## config.mk

```make
export PLATFORM = sky130hd
export DESIGN_NAME = mem_arbiter_fsm
export DESIGN_NICKNAME = d
export VERILOG_FILES = /design/src/rtl/mem_arbiter_fsm.sv
export SDC_FILE = /design/constraint.sdc
export NUM_CORES = 1
export LEC_CHECK = 0
export ABC_AREA = 1
export BUFFER_PORTS_ARGS = -buffer_cell sky130_fd_sc_hd__buf_4
export CORE_AREA = 3 3 128 130
export DETAILED_ROUTE_END_ITERATION = 16
export DIE_AREA = 0 0 131 133
export SYNTH_ARGS = -nofsm -noshare
export SYNTH_HDL_FRONTEND = slang
export SYNTH_SLANG_ARGS = --single-unit
```

## constraint.sdc

```tcl
create_clock -name CLK -period 1.4 [get_ports CLK]
set_input_delay 0.14 -clock CLK [delete_from_list [all_inputs] [get_ports CLK]]
set_output_delay 0.14 -clock CLK [all_outputs]
set_load 0.02 [all_outputs]
```

## src/rtl/mem_arbiter_fsm.sv

```systemverilog
// Grant-locking arbiter sharing one RAM port between two instruction fetch
// ports and the data port. Data normally wins and instruction ports alternate
// round-robin. A per-port starvation counter promotes an instruction port above
// data once it has lost MAX_WAIT arbitrations in a row.

// Per-port saturating count of arbitrations lost to the data port.
module mem_arbiter_starve #(
  parameter int CW       = 3,
  parameter int MAX_WAIT = 4
) (
  input  logic          CLK,
  input  logic          nRST,
  input  logic          clr_i,
  input  logic          inc_i,
  output logic [CW-1:0] cnt_o
);
  logic [CW-1:0] cnt_q, cnt_d;

  // Clearing takes priority over counting; the count saturates at MAX_WAIT.
  always_comb begin
    cnt_d = cnt_q;
    if (clr_i)                                    cnt_d = '0;
    else if (inc_i && (cnt_q != CW'(MAX_WAIT)))   cnt_d = cnt_q + CW'(1);
  end

  // Counter register.
  always_ff @(posedge CLK or negedge nRST) begin
    if (!nRST) cnt_q <= '0;
    else       cnt_q <= cnt_d;
  end

  assign cnt_o = cnt_q;
endmodule

module mem_arbiter_fsm #(
  parameter int MAX_WAIT = 4,
  parameter int CW       = 3
) (
  input  logic             CLK,
  input  logic             nRST,
  input  logic [1:0]       iREN,
  input  logic [1:0][31:0] iaddr,
  output logic [1:0]       iwait,
  output logic [1:0][31:0] iload,
  input  logic             dREN,
  input  logic             dWEN,
  input  logic [31:0]      daddr,
  input  logic [31:0]      dstore,
  output logic             dwait,
  output logic [31:0]      dload,
  output logic             ramREN,
  output logic             ramWEN,
  output logic [31:0]      ramaddr,
  output logic [31:0]      ramstore,
  input  logic [31:0]      ramload,
  input  logic [1:0]       ramstate
);
  localparam int         NP         = 2;
  localparam logic [1:0] RAM_ACCESS = 2'd2;

  typedef enum logic [1:0] {IDLE, SERVE_D, SERVE_I0, SERVE_I1} state_t;

  state_t state_q, state_d;
  logic   rr_q, rr_d;
  logic   d_req;
  logic   own;
  logic   ram_done;

  logic [NP-1:0]         clr, inc, starve;
  logic [NP-1:0][CW-1:0] cnt_w;

  assign d_req    = dREN | dWEN;
  assign own      = (state_q == SERVE_I1);
  assign ram_done = (ramstate == RAM_ACCESS);

  genvar g;
  for (g = 0; g < NP; g++) begin : g_port
    mem_arbiter_starve #(.CW(CW), .MAX_WAIT(MAX_WAIT)) u_starve (
      .CLK   (CLK),
      .nRST  (nRST),
      .clr_i (clr[g]),
      .inc_i (inc[g]),
      .cnt_o (cnt_w[g])
    );
    // A starving port only counts while it is still asking for the RAM.
    assign starve[g] = iREN[g] && (cnt_w[g] == CW'(MAX_WAIT));
  end

  function automatic state_t i_state(input logic p);
    return p ? SERVE_I1 : SERVE_I0;
  endfunction

  // Arbitration in IDLE, grant hold/release in the serve states, counter control.
  always_comb begin
    state_d = state_q;
    rr_d    = rr_q;
    clr     = '0;
    inc     = '0;
    case (state_q)
      IDLE: begin
        if (starve[rr_q])       state_d = i_state(rr_q);
        else if (starve[~rr_q]) state_d = i_state(~rr_q);
        else if (d_req)         state_d = SERVE_D;
        else if (iREN[rr_q])    state_d = i_state(rr_q);
        else if (iREN[~rr_q])   state_d = i_state(~rr_q);
        // An idle port forgets its history; a requesting port that loses to
        // data moves one step closer to promotion.
        clr = ~iREN;
        if (d_req && (starve == '0)) inc = iREN;
      end
      SERVE_D: begin
        if (!d_req || ram_done) state_d = IDLE;
      end
      SERVE_I0, SERVE_I1: begin
        if (!iREN[own]) begin
          state_d = IDLE;
        end else if (ram_done) begin
          state_d  = IDLE;
          rr_d     = ~own;
          clr[own] = 1'b1;
        end
      end
      default: state_d = IDLE;
    endcase
  end

  // State and round-robin pointer registers.
  always_ff @(posedge CLK or negedge nRST) begin
    if (!nRST) begin
      state_q <= IDLE;
      rr_q    <= 1'b0;
    end else begin
      state_q <= state_d;
      rr_q    <= rr_d;
    end
  end

  // RAM and requester outputs decoded from the grant; enables follow the
  // owner's request combinationally so a dropped request frees the RAM at once.
  always_comb begin
    ramREN   = 1'b0;
    ramWEN   = 1'b0;
    ramaddr  = '0;
    ramstore = '0;
    iwait    = '1;
    dwait    = 1'b1;
    iload    = '0;
    dload    = '0;
    case (state_q)
      SERVE_D: begin
        ramaddr = daddr;
        dload   = ramload;
        dwait   = !ram_done;
        if (dWEN) begin
          ramWEN   = 1'b1;
          ramstore = dstore;
        end else begin
          ramREN = dREN;
        end
      end
      SERVE_I0, SERVE_I1: begin
        ramaddr    = iaddr[own];
        ramREN     = iREN[own];
        iload[own] = ramload;
        iwait[own] = !ram_done;
      end
      default: ;
    endcase
  end
endmodule

```

==> flow_summary.ini, run 1 <==
[run_status]
status = finished with violations
violations = negative setup slack

[timing]
fin_ws_ns = -0.187
setup_tns_ns = -17.48
rsz0062_at_grt = yes
fin_skew_ns = 0.00646
worst_pin_slew_ns = 0.297
finalCritPeriodShare = 1.13
fmax_mhz = 630
relSlewSlack = 0.802
hold_viol = 0
setup_viol = 161
slew_viol_final = 0
period_needed_ns = 1.59

[global_routing]
overflow = 0
grt_pass1_vias = 3774
grt_pass1_wl_um = 19100
antenna_found_initial = 0
grt_max_degree = 35
track_usage = 0.136

[setup_path]
path_class = reg2out
cp_slowest_cell = dfrtp_2
critical_path_arrival_ns = 1.45
cp-end-kind = primary output
crit_fanout = 8
cp-start-kind = flip-flop
path_buf_inv = 3
worstPathRequired_ns = 1.26
cp_top_family = buffers and inverters
max_stage_delay_ns = 0.45
worstPathCellList = nand2_2, clkinv_4, buf_12, nand2_1, nand3_2, buf_4

[pwr]
p_per_area_nw_per_um2 = 1480
total_power_w = 0.00843
switchingPower_w = 0.00440
p_clk_frac = 0.061
power_frac_seq = 0.054
p_leak_nw = 3.27
p_comb_frac = 0.886
p_int_w = 0.00404
sw_frac_of_total = 0.521
peakVddDrop_v = 0.000702

[cells_and_area]
drive_gt1_frac = 0.556
areaGrowthSynthToFinish_pct = 173
multi_input_area_um2 = 1780
antennaDiodeCount = 0
utilization = 0.373
seq_area_um2 = 228
n_fill_cell = 1622
fin_nets = 971
final_cells = 1009

[drt]
postRouteAntennaNets = 0
viasPerCell = 4.02
num_vias = 4056
drt-total-wl_um = 13900
firstDrtPassIters = 5
drt_iter0_markers = 144
drc = 0
wire_per_inst_um = 13.7

[clock_tree]
cts.htree.levels = 1
clock_path_buffers = 2
clk_latency_ns = 0.24
cts_buffers = 3
cts.sinks = 9
clkTransAtPathRegs_ns = 0.04
cts-root-buf = clkbuf_16
cts_tree = done

[floorplan]
start_util = 0.137
fp.dieH_um = 133
die_area_um2 = 17400
ioPinCount = 333
core_region_area_um2 = 15300
fp.dieW_um = 131
rows = 45

[yosys]
yosys-top-cells-area = nand2_1 (28%), nor2_1 (25%), nand3_1 (12%), dfrtp_1 (11%), inv_1 (8.8%)
syn-cell-area_um2 = 2090
synthesis.nets = 625
syn_avg_cell_area_um2 = 4.60
ys_seq_elements = 9
yosys.area.top_type = nand2_1
netlist_instances = 453
synth_top_area_share = 0.283
ys.warnings.count = 0
ys_seq_area_frac = 0.108
post_synth_num_cell_types = 20

[flow_run]
maxCapViolCount = 0

[placed_design]
gp_congestion = 0.806
place_ws_ns = -0.0255
placed_cells = 992
dpl.hpwl_um = 10700
port_buffers = 332

[hold_path]
hold_class = in2async
[worst paths after layout]
path | endpoint | slack [ns] | start | depth (start not counted)
setup / recovery | ramaddr[0] | -0.19 | state_q[1] | 6
hold / removal | g_port[1].u_starve.cnt_o[2] | 0.27 | nRST | 2
setup reg to reg | rr_q | -0.05 | state_q[1] | 7
hold reg to reg | g_port[1].u_starve.cnt_o[0] | 0.53 | g_port[1].u_starve.cnt_o[0] | 3
max in group asynchronous | state_q[1] | 0.97 | nRST | 2
min in group CLK | state_q[1] | 0.32 | dREN | 5
[metrics by stage]
| step | hold WS (ns) | instance area (um2) |
|---|---|---|
| final | 0.274 | 5690 |
| after CTS | 0.283 | 5430 |
| after global placement | -0.0214 | 4940 |
| after global routing | 0.297 | 5690 |
| after floorplan | -0.156 | 2090 |
| after detailed placement | -0.0215 | 4940 |
[power groups by stage]
stage          registers (W)  clock network (W)  logic, W
2_1_floorplan       0.000427                  0   0.00349
3_3_place_gp        0.000442                  0   0.00642
3_5_place_dp        0.000446                  0   0.00640
4_1_cts             0.000445           0.000521   0.00720
5_1_grt             0.000474           0.000534   0.00799
6_report            0.000452           0.000511   0.00747
[state kept, by name, summed over array words and instances, names as in the netlist]
| register | flops |
|---|---|
| g_port.u_starve.cnt_o | 6 |
| state_q | 2 |
| rr_q | 1 |
[repair_timing]
action,4_1_cts,5_1_grt
pin swaps,2,3
buffers inserted,4,2
endpoints found under the setup margin,168,172
hold buffers,1,0
resized for setup,72,65
hold endpoints to repair,9,0
gates cloned,4,2
[cells in the final DEF (no fill, tap or decap), types with 2 or more instances in the layout]
master and n:
buf_4 307, nand2_1 152, nor2_1 101, inv_1 48, buf_6 47, nand3_1 34
nor2_2 31, nand3_2 17, nor2_4 10, dfrtp_1 7, buf_12 7, nand2_2 4
ha_1 4, clkbuf_16 4, buf_16 4, o21ai_0 3, inv_2 2, nand2_4 2
xor2_1 2, dfrtp_2 2
[cell families after synthesis]
logic type / Yosys count / share of synthesized area
flops: 9 / 0.108
xor+xnor: 2 / 0.00840
fa+ha+maj: 4 / 0.0240
compound gates: 6 / 0.0174
buf+inv: 79 / 0.167
simple gates: 353 / 0.675
[worst reg2reg max path, cell delays in order (launching register included)]
cell     delay [ns]
dfrtp_2        0.45
buf_4          0.18
nand3_1        0.11
nand3_2        0.10
buf_4          0.15
buf_4          0.13
o21ai_0        0.12
o21ai_0        0.09
[cells in the mapped netlist]
library cell and count:
nand3b_1 1, inv_1 49, nor2_1 139, inv_2 3, a21oi_2 1, o31ai_1 1
nand2_1 157, o21ai_0 3, o21ai_1 1, nor2_2 2, buf_4 1, dfrtp_1 9
buf_6 4, buf_2 14, xor2_1 2, clkbuf_1 8, nand3_1 52, ha_1 4
nand2_2 1, nor2_4 1
[cell type report]
cell class,count,share of cell area
inverters,52,0.0365
repair buffers,368,0.551
well taps,211,0.0464
clock inverters,1,0.000879
clock buffers,3,0.0132
flip-flops and latches,9,0.0400
multi-input cells,365,0.312
[per-layer routing]
metal	routed length, um	share of wire	vias to the layer above	track usage
met3	1260	0.091	10	0.0198
li1	-	-	2040	-
met1	5220	0.38	1793	0.162
met4	93	0.0067	0	0.0126
met5	0	0	-	0
met2	7290	0.53	213	0.263
Note: power is estimated with default switching activity, not from simulation.
==> run 2, diff against run 1 <==
--- a/config.mk
+++ b/config.mk
@@ -5,11 +5,11 @@
 export SDC_FILE = /design/constraint.sdc
 export NUM_CORES = 1
 export LEC_CHECK = 0
-export ABC_AREA = 1
 export BUFFER_PORTS_ARGS = -buffer_cell sky130_fd_sc_hd__buf_4
-export CORE_AREA = 3 3 128 130
+export CORE_AREA = 3 3 130 132
+export CTS_CLUSTER_DIAMETER = 30
 export DETAILED_ROUTE_END_ITERATION = 16
-export DIE_AREA = 0 0 131 133
+export DIE_AREA = 0 0 133 135
 export SYNTH_ARGS = -nofsm -noshare
 export SYNTH_HDL_FRONTEND = slang
 export SYNTH_SLANG_ARGS = --single-unit
==> constraint.sdc (replaced) <==
create_clock -name CLK -period 1.4 [get_ports CLK]
set_input_delay 0.14 -clock CLK [delete_from_list [all_inputs] [get_ports CLK]]
set_output_delay 0.14 -clock CLK [all_outputs]
set_load 0.1 [all_outputs]
==> flow_summary.ini, run 2 <==
[global_routing]
grt_pass1_vias = 4074
grt_pass1_wl_um = 22600
grt_max_degree = 46
antenna_found_initial = 1
overflow = 0
track_usage = 0.156

[cells_and_area]
largest_reg_flops = 6
areaGrowthSynthToFinish_pct = 270
drive_gt1_frac = 0.919
layout_commonest_cell = buf_4
utilization = 0.537
final_cell_mix = buf_4 (187), buf_12 (143), and2_4 (65)
fin_nets = 839
final_area_um2 = 8500
n_fill_cell = 1270

[drt]
wire_per_inst_um = 19.5
drt_iter0_markers = 128
firstDrtPassIters = 4
num_vias = 3885
postRouteAntennaNets = 0
viasPerCell = 4.40
drc = 0
drt-total-wl_um = 17300

[timing]
fin_ws_ns = -0.412
fmax_mhz = 552
setup_viol = 171
hold_viol = 0
rsz0062_at_grt = yes
finalCritPeriodShare = 1.29
slew_viol_final = 0
relSlewSlack = 0.761
worst_pin_slew_ns = 0.356
period_needed_ns = 1.81
fin_skew_ns = 0.000414

[floorplan]
ioPinCount = 333
die_area_um2 = 18000
start_util = 0.145
fp.dieH_um = 135
core_region_area_um2 = 15800
fp.dieW_um = 133
rows = 46

[hold_path]
hold_start = ramstate[1]
hold_depth = 4
hold_end = state_q[1]
hold_class = in2reg

[yosys]
yosys-top-cells-area = and2_1 (18%), and3_1 (18%), mux2_2 (16%), a22o_1 (12%), dfrtp_1 (9.8%)
syn_avg_cell_area_um2 = 7.50
ys.warnings.count = 0
synthTopCellsByCount = and2_1 (65), and3_1 (65), a22o_1 (32), mux2_2 (32), clkbuf_1 (21)
ys_seq_area_frac = 0.0981
ys_seq_elements = 9
post_synth_num_cell_types = 39
synthArstFlopShare = 1.00
synthesis.nets = 478
yosys.area.top_type = and2_1
netlist_instances = 306
syn-cell-area_um2 = 2300
synth-edff-count = 0
synthFlopType = dfrtp_1
synth_top_area_share = 0.177

[setup_path]
r2r_setup_slack_ns = -0.26
cp_slowest_cell = dfrtp_2
cp_top_family = buffers and inverters
worstPathRequired_ns = 1.26
regToRegEndpoint = g_port[1].u_starve.cnt_o[2]
cp-start-kind = flip-flop
path_class = reg2out
r2r_cells = 7
worstPathCellList = buf_6, mux2_2, a22o_4, buf_4
critical_path_arrival_ns = 1.67
path_buf_inv = 2
max_stage_delay_ns = 0.41
reg2reg_from = state_q[0]
cp-end-kind = primary output
crit_fanout = 14

[pwr]
p_per_area_nw_per_um2 = 2460
sw_frac_of_total = 0.583
switchingPower_w = 0.0122
power_frac_seq = 0.022
p_clk_frac = 0.024
p_leak_nw = 3.93
p_comb_frac = 0.954
peakVddDrop_v = 0.00183
p_int_w = 0.00873

[clock_tree]
clock_path_buffers = 2
clkTransAtPathRegs_ns = 0.04
cts.sinks = 9
cts_buffers = 3
cts_tree = done
cts.htree.levels = 1
cts-root-buf = clkbuf_16
clk_latency_ns = 0.23

[run_status]
status = finished with violations
violations = negative setup slack

[flow_run]
maxCapViolCount = 0

[placed_design]
gp_congestion = 0.728
port_buffers = 332
placedInstanceArea_um2 = 5840
dpl.hpwl_um = 11000
run 2: changes by cell type in the layout (fill, tap and decap cells not counted), sizes merged, moves of 3 or more:
cell    before  now
nand4        0    4
buf        366  386
nor2       142    7
mux2         0   32
nand3       52    5
nand2      158    8
and2         0   65
and3         0   65
a22o         0   32
clkbuf       4   10
mux2i        0    3
nor2b        0    3
inv         51    5
run 2: worst max-delay path by stage:
| stage | startpoint | endpoint | slack [ns] | cells past startpoint |
|---|---|---|---|---|
| after CTS | state_q[1] | ramaddr[7] | -0.43 | 4 |
| after global placement | state_q[1] | dload[12] | -0.21 | 5 |
| after floorplan | state_q[1] | iload[55] | -0.1 | 4 |
| after global routing | state_q[1] | ramaddr[18] | -0.47 | 4 |
| final | state_q[1] | ramaddr[6] | -0.41 | 4 |
| after detailed placement | state_q[1] | dload[19] | -0.24 | 5 |
run 2: stage by stage:
stage	setup slack, ns	power (W)	hold WS [ns]	TNS, ns	cells
floorplan	-0.0966	0.0126	-0.156	-8.78	306
global placement	-0.211	0.0154	-0.0283	-21.90	845
detailed placement	-0.239	0.0155	-0.0269	-22.92	845
CTS	-0.427	0.0186	0.260	-57.16	863
global route	-0.467	0.0216	0.299	-64.30	883
finish	-0.412	0.0209	0.261	-54.58	883
run 2: worst reg2reg max path: stages (launching register included):
cell and delay (ns):
dfrtp_4 0.51, buf_6 0.14, buf_12 0.13, buf_6 0.12, nor2_4 0.13, nand4_4 0.12
or3_4 0.35, a21oi_2 0.11
run 2: cell type report:
cell class / instances / area (um2) / share of cell area
timing repair buffer: 393 / 5220 / 0.613
antenna: 1 / 2.50 / 0.000294
inverter: 5 / 18.8 / 0.00221
clock buffer: 4 / 78.8 / 0.00927
multi-input combinational: 255 / 2690 / 0.316
sequential: 9 / 230 / 0.0271
tap: 216 / 270 / 0.0318
run 2: what timing repair did:
item / 4_1_cts / 5_1_grt
pin swaps: 0 / 30
endpoints found under the setup margin: 171 / 172
hold buffers: 1 / 0
gates cloned: 6 / 10
endpoints found under the hold margin: 9 / 0
resized for setup: 328 / 197
buffers inserted: 7 / 14
run 2: kinds of logic after synthesis:
logic type	after synthesis	synth area share
AOI/OAI and AO/OA	50	0.175
adders and majority gates	4	0.0218
DFF	9	0.0981
and+or+nand+nor	163	0.431
buffers and inverters	42	0.0926
muxes	35	0.170
xor gates and xnor gates	3	0.0114
run 2: routing by layer:
| layer | vias to the layer above | wire length [um] | track usage |
|---|---|---|---|
| met2 | 212 | 9480 | 0.296 |
| met3 | 22 | 1400 | 0.0447 |
| li1 | 1821 | - | - |
| met1 | 1830 | 6100 | 0.174 |
| met4 | 0 | 280 | 0.0300 |
| met5 | - | 0 | 0 |
run 2: power by group through the flow:
stage / sequential [W] / clock (W) / combinational, W
2_1_floorplan: 0.000412 / 0 / 0.0122
3_3_place_gp: 0.000451 / 0 / 0.0150
3_5_place_dp: 0.000452 / 0 / 0.0150
4_1_cts: 0.000451 / 0.000515 / 0.0177
5_1_grt: 0.000473 / 0.000539 / 0.0206
6_report: 0.000455 / 0.000506 / 0.0200
